[config.mk]
export PLATFORM = sky130hd
export DESIGN_NAME = exe_muldiv
export DESIGN_NICKNAME = d
export VERILOG_FILES = /design/src/rtl/cpu_pkg.sv /design/src/rtl/muldiv_step.sv /design/src/rtl/exe_muldiv.sv
export SDC_FILE = /design/constraint.sdc
export NUM_CORES = 1
export LEC_CHECK = 0
export CORE_ASPECT_RATIO = 1.25
export CORE_UTILIZATION = 55
export DETAILED_ROUTE_END_ITERATION = 10
export DONT_BUFFER_PORTS = 1
export GPL_TIMING_DRIVEN = 0
export PLACE_DENSITY_LB_ADDON = 0.1
export SYNTH_ARGS = -nofsm -noshare
export SYNTH_HDL_FRONTEND = slang
export SYNTH_SLANG_ARGS = --single-unit
[constraint.sdc]
create_clock -name clk -period 5.8 [get_ports clk]
set_input_delay 0.58 -clock clk [delete_from_list [all_inputs] [get_ports clk]]
set_output_delay 0.58 -clock clk [all_outputs]
set_load 0.01 [all_outputs]
[src/rtl/cpu_pkg.sv]
// Shared encodings for the execute-stage multiply/divide unit.
package cpu_pkg;

  localparam logic [1:0] OP_MULT  = 2'd0;
  localparam logic [1:0] OP_MULTU = 2'd1;
  localparam logic [1:0] OP_DIV   = 2'd2;
  localparam logic [1:0] OP_DIVU  = 2'd3;

  typedef enum logic [1:0] {
    ST_IDLE = 2'd0,
    ST_CALC = 2'd1,
    ST_DONE = 2'd2
  } state_t;

endpackage

[src/rtl/muldiv_step.sv]
// One iteration of the shared datapath: BITS_PER_CYCLE shift-add (multiply)
// or restoring-subtract (divide) steps over a 2*XLEN accumulator.
module muldiv_step #(
  parameter int unsigned XLEN           = 32,
  parameter int unsigned BITS_PER_CYCLE = 1
) (
  input  logic                is_div_i,
  input  logic [2*XLEN-1:0]   acc_i,
  input  logic [XLEN-1:0]     opnd_i,
  output logic [2*XLEN-1:0]   acc_o
);

  logic [2*XLEN-1:0] acc;
  logic [XLEN:0]     rem_ext;
  logic [XLEN:0]     diff;
  logic [XLEN:0]     sum;

  // Divide: acc = {remainder, dividend/quotient}; multiply: acc = {partial, multiplier}
  always_comb begin
    acc     = acc_i;
    rem_ext = '0;
    diff    = '0;
    sum     = '0;
    for (int unsigned i = 0; i < BITS_PER_CYCLE; i++) begin
      if (is_div_i) begin
        rem_ext = acc[2*XLEN-1:XLEN-1];
        diff    = rem_ext - {1'b0, opnd_i};
        if (!diff[XLEN]) begin
          acc = {diff[XLEN-1:0], acc[XLEN-2:0], 1'b1};
        end else begin
          acc = {rem_ext[XLEN-1:0], acc[XLEN-2:0], 1'b0};
        end
      end else begin
        sum = {1'b0, acc[2*XLEN-1:XLEN]} + (acc[0] ? {1'b0, opnd_i} : '0);
        acc = {sum, acc[XLEN-1:1]};
      end
    end
    acc_o = acc;
  end

endmodule

[src/rtl/exe_muldiv.sv]
// Iterative MULT/MULTU/DIV/DIVU unit with architectural HI/LO registers.
// Operands are latched as magnitudes; signs are re-applied on the completion edge.
module exe_muldiv
  import cpu_pkg::*;
#(
  parameter int unsigned XLEN           = 32,
  parameter int unsigned BITS_PER_CYCLE = 1
) (
  input  logic            clk,
  input  logic            resetn,
  input  logic            start,
  input  logic            cancel,
  input  logic [1:0]      op,
  input  logic [XLEN-1:0] src1,
  input  logic [XLEN-1:0] src2,
  input  logic            hi_we,
  input  logic            lo_we,
  input  logic [XLEN-1:0] hilo_wdata,
  output logic            busy,
  output logic            done,
  output logic [XLEN-1:0] hi,
  output logic [XLEN-1:0] lo
);

  localparam int unsigned ITERS = XLEN / BITS_PER_CYCLE;
  localparam int unsigned CW    = $clog2(ITERS + 1);

  state_t               state_q;
  logic [CW-1:0]        cnt_q;
  logic [2*XLEN-1:0]    acc_q;
  logic [XLEN-1:0]      opnd_q;
  logic                 is_div_q;
  logic                 sign_q_q;
  logic                 sign_r_q;
  logic                 dz_q;
  logic [XLEN-1:0]      hi_q;
  logic [XLEN-1:0]      lo_q;
  logic                 busy_q;
  logic                 done_q;

  logic                 neg1_c;
  logic                 neg2_c;
  logic [XLEN-1:0]      abs1_c;
  logic [XLEN-1:0]      abs2_c;
  logic                 accept_c;
  logic [2*XLEN-1:0]    step_acc_c;
  logic [2*XLEN-1:0]    prod_c;
  logic [XLEN-1:0]      quo_raw_c;
  logic [XLEN-1:0]      rem_raw_c;
  logic [XLEN-1:0]      quo_c;
  logic [XLEN-1:0]      rem_c;

  // Operand magnitudes; op[0]=0 marks the signed flavours
  always_comb begin
    neg1_c   = ~op[0] & src1[XLEN-1];
    neg2_c   = ~op[0] & src2[XLEN-1];
    abs1_c   = neg1_c ? -src1 : src1;
    abs2_c   = neg2_c ? -src2 : src2;
    accept_c = start & ~cancel & (state_q != ST_CALC);
  end

  muldiv_step #(
    .XLEN           (XLEN),
    .BITS_PER_CYCLE (BITS_PER_CYCLE)
  ) u_step (
    .is_div_i (is_div_q),
    .acc_i    (acc_q),
    .opnd_i   (opnd_q),
    .acc_o    (step_acc_c)
  );

  // Sign fix-up of the final iteration; divide-by-zero forces an all-ones quotient
  always_comb begin
    quo_raw_c = step_acc_c[XLEN-1:0];
    rem_raw_c = step_acc_c[2*XLEN-1:XLEN];
    prod_c    = sign_q_q ? -step_acc_c : step_acc_c;
    quo_c     = sign_q_q ? -quo_raw_c : quo_raw_c;
    rem_c     = sign_r_q ? -rem_raw_c : rem_raw_c;
    if (dz_q) begin
      quo_c = '1;
    end
  end

  always_ff @(posedge clk or negedge resetn) begin
    if (!resetn) begin
      state_q  <= ST_IDLE;
      cnt_q    <= '0;
      acc_q    <= '0;
      opnd_q   <= '0;
      is_div_q <= 1'b0;
      sign_q_q <= 1'b0;
      sign_r_q <= 1'b0;
      dz_q     <= 1'b0;
      hi_q     <= '0;
      lo_q     <= '0;
      busy_q   <= 1'b0;
      done_q   <= 1'b0;
    end else begin
      done_q <= 1'b0;
      if (hi_we) hi_q <= hilo_wdata;
      if (lo_we) lo_q <= hilo_wdata;
      case (state_q)
        ST_CALC: begin
          acc_q <= step_acc_c;
          cnt_q <= cnt_q - CW'(1);
          if (cancel) begin
            state_q <= ST_IDLE;
            busy_q  <= 1'b0;
          end else if (cnt_q == CW'(1)) begin
            // Completion overrides any MTHI/MTLO on the same edge
            state_q <= ST_DONE;
            busy_q  <= 1'b0;
            done_q  <= 1'b1;
            if (is_div_q) begin
              hi_q <= rem_c;
              lo_q <= quo_c;
            end else begin
              {hi_q, lo_q} <= prod_c;
            end
          end
        end
        default: begin
          if (accept_c) begin
            state_q  <= ST_CALC;
            busy_q   <= 1'b1;
            cnt_q    <= CW'(ITERS);
            is_div_q <= op[1];
            sign_q_q <= neg1_c ^ neg2_c;
            sign_r_q <= neg1_c;
            dz_q     <= op[1] & (src2 == '0);
            opnd_q   <= op[1] ? abs2_c : abs1_c;
            acc_q    <= {{XLEN{1'b0}}, (op[1] ? abs1_c : abs2_c)};
          end else begin
            state_q <= ST_IDLE;
          end
        end
      endcase
    end
  end

  assign busy = busy_q;
  assign done = done_q;
  assign hi   = hi_q;
  assign lo   = lo_q;

endmodule

==> summary.md <==
| Metric | Value |
|---|---|
| Antenna violations before repair | 1 |
| EDFF count, synth | 0 |
| Synth warn | 0 |
| Kind of critical path | flip-flop to flip-flop |
| Final Slew Violations | 0 |
| Num CTS Buffers | 17 |
| Via/cell ratio | 6.77 |
| Core area | 29,500 µm² |
| Max rail drop VDD | 0.241 mV |
| Final Skew | 0.0149 ns |
| Share of layout cells above drive strength 1 | 0.0639 |
| Syn Area/Cell | 7.85 µm² |
| Die area | 31,100 µm² |
| Placed wire-length estimate | 53,200 µm |
| Setup crit end kind | flip-flop |
| Status | finished clean |
| Clock Path Buffers | 2 |
| Worst Tran Pin Value | 1.19 ns |
| Mapped Area | 16,700 µm² |
| Root Driver | clkbuf_16 |
| Worst Path Max Fanout | 10 |
| Startpoint types | flip-flop |
| First-pass GRT wire length | 99,600 µm |
| F_max | 0.176 GHz |
| Power per cell area | 535 nW/µm² |
| Detail Route Antenna Nets | 0 |
| DRC Markers | 0 |
| Worst skew pair latency | 0.46 ns |
| Fin util | 0.609 |
| Post-placement cell area | 17,200 µm² |
| I/O pin total | 170 |
| Syn_nets | 2,302 |
| GRT Residual Overflow | 0 |
| Pwr Total | 0.00962 W |
| Pin count of the biggest net entering global routing | 175 |
| Mapped Cells | 2,126 |
| Die height | 197 µm |
| Inst Count DP | 2,522 |
| Total global-route track usage | 0.432 |
| RSZ-0062 raised after global routing | false |
| DIE WIDTH | 158 µm |
| Clock slew at reported path FFs | 0.08 ns |
| Initial DRC Count | 1,839 |
| Async set-or-reset flop fraction in the synthesized netlist | 1.00 |
| 1st-pass router iterations | 7 |
| Synth Register Bits | 174 |
| Area growth syn-to-layout | 7.69% |
| Worst EP arrival | 6.06 ns |
| Post-synth top flop | dfrtp_1 |
| Classification of the worst-slack hold path | input pin to asynchronous set/reset pin |
| Initial Util | 0.566 |
| Min cycle time layout | 5.69 ns |
| IO Port Bufs | 0 |
| Placer Congestion | 1.07 |
| Seq/Total Area, Yosys | 0.261 |
| P_leak | 7.41 nW |
| Hold WS | 0.0625 ns |
| CTS H-tree depth | 4 |
| Antenna Cells | 0 |
| Fin area | 18,000 µm² |
| CTS Sinks | 174 |
| Final setup violation count | 0 |
| Final Instance Count excl. Fillers | 2,556 |
| Vias | 17,300 |
| Synth cell types | 99 |
| Std-Cell Rows | 70 |
| Max-Slew Margin vs Limit | 0.201 |
| Final hold viol count | 0 |
| Worst endpoint required time | 6.17 ns |
| Tcrit/Tclk final | 0.981 |
| Max Cap Viol | 0 |
| Final #Nets | 2,323 |
| Drt wl/cell | 26.0 µm |
| CTS tree | done |
| Total wire length | 66,400 µm |
| Vias in the first global route | 16,800 |
-- per-stage QoR --
stage	setup slack, ns	TNS [ns]
final	0.112	0
after global routing	0.00594	0
after CTS	0.0396	0
after detailed placement	-0.581	-5.16
after global placement	-0.600	-5.12
after floorplan	0.799	0
-- repair_timing --
item | in CTS | in global routing
cloned | 0 | 0
hold endpoints to repair | 174 | 0
buffers inserted | 1 | 1
pin swaps | 1 | 1
hold buffers | 1 | 0
gates resized for setup | 15 | 22
setup endpoints to repair | 15 | 15
-- state kept, by name (all words and copies together) (netlist names), 2 cells and up --
signal   count
acc_q       64
hi          32
lo          32
opnd_q      32
cnt_q        6
state_q      2
-- logic make-up after synthesis --
family | after synthesis | share of synthesized area
compound gates | 728 | 0.290
simple gates | 677 | 0.197
buf+inv | 208 | 0.0486
flops | 174 | 0.261
xor+xnor | 161 | 0.0845
mux | 106 | 0.0648
fa+ha+maj | 72 | 0.0549
-- critical path, cell delays in order, from the launching register on --
cell	delay [ns]
dfrtp_2	0.47
inv_1	0.12
ha_1	0.18
inv_1	0.06
fa_1	0.45
a211oi_2	0.27
nor3_1	0.12
o2111a_2	0.33
o21a_4	0.27
nor3_2	0.35
clkbuf_1	0.47
o41ai_1	0.22
nor2_1	0.28
ha_1	0.29
o31ai_1	0.23
and4bb_1	0.42
nand2_1	0.12
a32oi_2	0.38
or4b_1	0.47
o211ai_1	0.10
-- cell usage in the layout (no fill, tap or decap), drive strengths merged, types with 11 or more instances in the layout --
cell type,n
nand2,222
a21oi,182
dfrtp,174
nor2,172
o21ai,168
clkbuf,123
xnor2,106
mux2i,90
a211oi,86
inv,74
ha,70
xor2,55
nor3,52
and2,45
a22oi,37
o31ai,36
a21o,35
buf,34
nand3,29
a31oi,28
nand4,24
o211ai,24
nor2b,24
or3,19
nor4,17
mux2,16
a22o,16
nand2b,15
o21a,15
and3,13
o21bai,11
-- area by class of cell --
cell class	instances	area (µm²)
multi-input cells	1744	11600
fillers	2808	11500
flip-flops and latches	174	4360
plain buffers	136	552
well taps	396	495
clock buffers	18	429
inverters	71	268
clock inverters	14	198
repair buffers	3	42.5
-- per-layer routing --
| metal | GRT usage | part of all wire | vias up | wire [µm] |
|---|---|---|---|---|
| li1 | - | - | 7844 | - |
| met1 | 0.519 | 0.38 | 8232 | 25200 |
| met2 | 0.686 | 0.46 | 967 | 30300 |
| met3 | 0.0811 | 0.083 | 256 | 5520 |
| met4 | 0.318 | 0.081 | 2 | 5350 |
| met5 | 0 | 0.00017 | - | 11 |
-- report_power, final --
part	internal, W	leakage, nW	switching (W)
sequential	0.00152	2.11	0.000501
combinational	0.00219	5.00	0.00414
clock	0.000663	0.299	0.000604
total	0.00437	7.41	0.00525
-- path summary, 6_finish.rpt --
| check | from | endpoint | slack [ns] | depth (start not counted) |
|---|---|---|---|---|
| max reg2reg | acc_q[31] | hi[28] | 0.11 | 19 |
| min in group clk | cancel | state_q[0] | 0.17 | 1 |
| min reg2reg | cnt_q[4] | cnt_q[4] | 0.49 | 1 |
| min | resetn | opnd_q[23] | 0.06 | 1 |
| max in group asynchronous | resetn | acc_q[31] | 4.81 | 1 |
| max | acc_q[31] | hi[28] | 0.11 | 19 |
-- cells in the mapped netlist, drive strengths merged, types with 11 or more instances --
cell	instances	share of area
nand2	222	0.050
a21oi	182	0.055
dfrtp	174	0.26
nor2	172	0.039
o21ai	168	0.051
xnor2	106	0.056
clkbuf	105	0.024
mux2i	90	0.054
a211oi	86	0.040
ha	70	0.052
inv	68	0.015
xor2	55	0.029
nor3	52	0.016
and2	45	0.017
a22oi	37	0.017
o31ai	36	0.018
a21o	35	0.016
buf	32	0.0091
nand3	29	0.0096
a31oi	28	0.010
nand4	24	0.0090
nor2b	24	0.0090
o211ai	24	0.011
or3	19	0.0072
nor4	17	0.0076
a22o	16	0.0084
mux2	16	0.011
nand2b	15	0.0056
o21a	15	0.0072
and3	13	0.0049
o21bai	11	0.0052
Power figures use the tool's default switching activity.
